<file path="config.mk">
export PLATFORM = sky130hd
export DESIGN_NAME = aes_128_dec_sched
export DESIGN_NICKNAME = d
export VERILOG_FILES = /design/src/rtl/aes_128_dec_sched.sv
export SDC_FILE = /design/constraint.sdc
export NUM_CORES = 2
export LEC_CHECK = 0
export CAP_MARGIN = 30
export CORE_AREA = 2 2 381 383
export CTS_CLUSTER_DIAMETER = 30
export DETAILED_ROUTE_END_ITERATION = 10
export DIE_AREA = 0 0 383 385
export DONT_BUFFER_PORTS = 1
export PLACE_DENSITY = 0.69
export REMOVE_ABC_BUFFERS = 1
export SLEW_MARGIN = 20
export SYNTH_ARGS = -nofsm -noshare
export SYNTH_HDL_FRONTEND = slang
export SYNTH_SLANG_ARGS = --single-unit
</file>
<file path="constraint.sdc">
create_clock -name clk -period 4.45 [get_ports clk]
set_input_delay 1.335 -clock clk [delete_from_list [all_inputs] [get_ports clk]]
set_output_delay 1.335 -clock clk [all_outputs]
set_load 0.02 [all_outputs]
</file>
<file path="src/rtl/aes_128_dec_sched.sv">
// Request scheduler and round-key server for one iterative AES-128 decipher core.
// Two requesters share the core round-robin; one block is in flight at a time.
module aes_128_dec_sched (
  input  logic         clk,
  input  logic         reset_n,
  input  logic         rk_we,
  input  logic [3:0]   rk_addr,
  input  logic [127:0] rk_wdata,
  output logic         rk_wr_err,
  output logic         keys_ready,
  input  logic         req0_valid,
  input  logic [127:0] req0_block,
  output logic         req0_ready,
  input  logic         req1_valid,
  input  logic [127:0] req1_block,
  output logic         req1_ready,
  output logic         rsp_valid,
  input  logic         rsp_ready,
  output logic [127:0] rsp_block,
  output logic         rsp_id,
  output logic         core_next,
  output logic [127:0] core_block,
  output logic [127:0] core_round_key,
  input  logic [3:0]   core_round,
  input  logic [127:0] core_new_block,
  input  logic         core_ready,
  output logic         busy
);

  localparam logic [3:0] LAST_KEY = 4'd10;

  typedef enum logic [1:0] {IDLE, ISSUE, WAIT, RESP} state_t;

  state_t       state;
  state_t       state_next;
  logic [127:0] key_mem [11];
  logic [10:0]  written;
  logic [127:0] blk_reg;
  logic [127:0] rsp_reg;
  logic         id_reg;
  logic         last_grant;
  logic         wr_err_reg;
  logic         key_wr_ok;
  logic         grant_en;
  logic         grant_id;
  logic         capture;

  // Keys may only change while no block is using them.
  assign key_wr_ok = rk_we && (state == IDLE) && (rk_addr <= LAST_KEY);

  always_ff @(posedge clk or negedge reset_n) begin
    if (!reset_n) begin
      for (int i = 0; i < 11; i++) begin
        key_mem[i] <= '0;
      end
      written    <= '0;
      wr_err_reg <= 1'b0;
    end else begin
      wr_err_reg <= rk_we && !key_wr_ok;
      if (key_wr_ok) begin
        key_mem[rk_addr] <= rk_wdata;
        written[rk_addr] <= 1'b1;
      end
    end
  end

  assign keys_ready = &written;
  assign rk_wr_err  = wr_err_reg;

  always_comb begin
    core_round_key = '0;
    if (core_round <= LAST_KEY) begin
      core_round_key = key_mem[core_round];
    end
  end

  always_ff @(posedge clk or negedge reset_n) begin
    if (!reset_n) begin
      state      <= IDLE;
      blk_reg    <= '0;
      id_reg     <= 1'b0;
      last_grant <= 1'b1;
      rsp_reg    <= '0;
    end else begin
      state <= state_next;
      if (grant_en) begin
        blk_reg    <= grant_id ? req1_block : req0_block;
        id_reg     <= grant_id;
        last_grant <= grant_id;
      end
      if (capture) begin
        rsp_reg <= core_new_block;
      end
    end
  end

  // The core's ready is still high during ISSUE, so WAIT is the first state that looks at it.
  always_comb begin
    state_next = state;
    grant_en   = 1'b0;
    grant_id   = 1'b0;
    capture    = 1'b0;
    req0_ready = 1'b0;
    req1_ready = 1'b0;
    core_next  = 1'b0;
    case (state)
      IDLE: begin
        if (keys_ready && (req0_valid || req1_valid)) begin
          grant_en   = 1'b1;
          grant_id   = (req0_valid && req1_valid) ? !last_grant : req1_valid;
          req0_ready = !grant_id;
          req1_ready = grant_id;
          state_next = ISSUE;
        end
      end
      ISSUE: begin
        core_next  = 1'b1;
        state_next = WAIT;
      end
      WAIT: begin
        if (core_ready) begin
          capture    = 1'b1;
          state_next = RESP;
        end
      end
      RESP: begin
        if (rsp_ready) begin
          state_next = IDLE;
        end
      end
      default: state_next = IDLE;
    endcase
  end

  assign rsp_valid  = (state == RESP);
  assign rsp_block  = rsp_reg;
  assign rsp_id     = id_reg;
  assign core_block = blk_reg;
  assign busy       = (state != IDLE);

endmodule

</file>
==> flow_summary.toml <==
[placement]
pre_cts_slack_ps = -63.9
io_buffers = 0
dpl_cell_area_um2 = 78700
gp_congestion = 1.01
dp.cells = 7002
hpwl_mm = 164

[synthesis]
synth.avg_cell_area_um2 = 14.2
syn_inst = 5332
synth.top_cell.area_share = 0.556
ys_warn_count = 0
synthTopCellsByArea = "dfrtp_1 56%, mux2_2 20%, mux2i_1 6.5%"
synth_top_area_cell = "dfrtp_1"
synth_area_um2 = 75600
ys_seq_area_frac = 0.556
synth.distinct_cells = 36
ys_seq_elements = 1680

[power]
p_per_area_nw_per_um2 = 728
ir_drop_mv = 0.706
p_int_mw = 49.0
power_frac_comb = 0.173
p_clk_frac = 0.434
switchingPower_mw = 18.9
power.share.switching = 0.278
p_seq_frac = 0.393
power.leakage_nw = 42.8

[timing]
rsz0062_at_grt = "true"
finalCritPeriodShare = 1.09
clock_skew_ps = 91.5
slew_headroom = -0.159
tightest_slew_ps = 1740
finalHoldViolCount = 0
min_period_ps = 4850
fmax_mhz = 206
slew_viol_final = 93
worst_slack_ps = -401
setup_viol = 82

[routing]
routed_via_density = 6.22
first_pass_iters = 7
routed_wl_mm = 261
drc = 0
drtAntennaViolNets = 0
num_vias = 48454
wl_per_cell_um = 33.5
drt_iter0_markers = 3624

[clocking]
clkTransAtPathRegs_ps = 50
cts_tree = "done"
cts.sinks = 1680
cts_inserted_buffers = 388
clk_path_buf_depth = 4
clk_latency_ps = 920
cts_root_buffer = "clkbuf_16"
htree_levels = 5
postCtsHoldBufs = 0

[global_routing]
grt_start_max_net_pins = 515
grt_pass1_wl_mm = 360
grt.total_usage = 0.339
antenna_found_initial = 93
grt_pass1_vias = 49854
grt.overflow.total = 0

[worst_setup_path]
cp-start-kind = "input pin"
critPathLaunch = "core_round[1]"
required_ps = 3120
r2r_start = "state[0]"
path_max_fanout = 285
crit_path_end_kind = "output pin"
arrival_ps = 3520
critPathKind = "in -> out"

[outcome]
violations = "slew limit, setup timing"
status = "finished, violations left"

[floorplanning]
row_count = 139
core_area_um2 = 143000
die_x_um = 383
initial_core_util = 0.528
dieArea_um2 = 147000
ios = 919
die_h_um = 385

[cells_and_area]
areaGrowthSynthToFinish_pct = 23.4
layout_commonest_cell = "dfrtp_1"
drive_gt1_frac = 0.462
final_cell_mix = "1679 x dfrtp_1, 1350 x mux2_2, 488 x mux2i_1"
final_cells = 7791
num-nets-final = 6064
design_area_um2 = 93300

[job]
drv_cap = 0

[worst_hold_path]
holdCritPathClass = "in -> async"
## state kept, by name, summed over array words and instances (netlist names)
signal and cells:
rk_wr_err 1, rsp_id 1, state 2, rsp_block 128
written 11, core_block 128, last_grant 1, key_mem 1408
## logic make-up (layout without fill, tap and decap cells)
family	count (synthesis)	in the layout	share of synthesized area
compound gates	648	648	0.0498
fa+ha+maj	4	4	0.000662
buf+inv	517	1025	0.0315
flops	1680	1680	0.556
mux	2177	2177	0.345
other cells	0	48	0
simple gates	306	306	0.0166
## final cells by class
| type | count | area (µm²) |
|---|---|---|
| Clock inverter | 205 | 2850 |
| Clock buffer | 492 | 10800 |
| Sequential cell | 1680 | 42000 |
| Antenna cell | 48 | 120 |
| Inverter | 5 | 21.3 |
| Multi-Input combinational cell | 3135 | 31300 |
| Fill cell | 10208 | 49800 |
| Timing Repair Buffer | 323 | 3720 |
| Tap cell | 1903 | 2380 |
## metal layers
layer  track usage  up-vias  share of wire
met2         0.519     2096           0.46
met4         0.206       54          0.067
met5       0.00780        -         0.0015
met3         0.144      658           0.10
met1         0.396    25663           0.37
li1              -    19983              -
## synthesized netlist by cell type
master    instances
a21boi_1          1
a21o_1            2
a21oi_1         131
a221oi_1        104
a31oi_1          24
and4b_1           1
buf_1            19
buf_2           187
buf_4             1
buf_6            27
clkbuf_1        278
dfrtp_1        1679
dfstp_2           1
ha_1              4
inv_1             5
mux2_1           11
mux2_2         1350
mux2_4          200
mux2i_1         488
mux4_2          128
nand2_1         133
nand2b_1          9
nand3_1           2
nand4_1           2
nand4b_1          2
nor2_1          137
nor2b_1           4
nor3_1            3
nor4_1            2
o21ai_0         252
o21ai_1         110
o221ai_1         24
or2_2             6
or3_1             2
or4_1             1
or4_4             2
## worst paths after layout
kind                                           end  slack (ps)  cells after the start
max in group asynchronous             key_mem[940]        1500                      5
worst max-delay path            core_round_key[74]        -400                      5
worst max register to register       key_mem[1056]        1420                      6
worst min register to register          written[5]         470                      1
worst min-delay path                  key_mem[258]         120                      0
min in group clk                        written[5]         470                      1
## power groups by stage
stage / clock, mW / combinational [mW] / sequential (mW)
floorplan: 0 / 9.10 / 24.4
global placement: 0 / 11.0 / 26.3
detailed placement: 0 / 11.4 / 26.6
CTS: 29.7 / 11.5 / 26.5
global route: 30.6 / 12.6 / 27.2
finish: 29.5 / 11.7 / 26.7
## critical path, stage by stage
cell     delay, ps
mux4_2         700
o21ai_0        220
o21ai_0        120
buf_4          170
buf_4          160
## timing repair
| item | in CTS | in global routing |
|---|---|---|
| buffers inserted | 0 | 17 |
| gates cloned | 0 | 19 |
| resized for setup | 2 | 26 |
| pin swaps | 0 | 1 |
| setup endpoints to repair | 1 | 128 |
## per-stage QoR
stage          setup TNS (ps)  hold slack [ps]  power [mW]   util
3_5_place_dp             -110              456        38.0  0.550
4_1_cts                     0             62.7        67.8  0.645
3_3_place_gp            -37.4              450        37.4  0.549
6_report               -13390              118        67.9  0.652
2_1_floorplan        -4965550              434        33.5      -
5_1_grt                 -4350             91.6        70.5  0.652
Note: power is estimated with default switching activity, not from simulation.
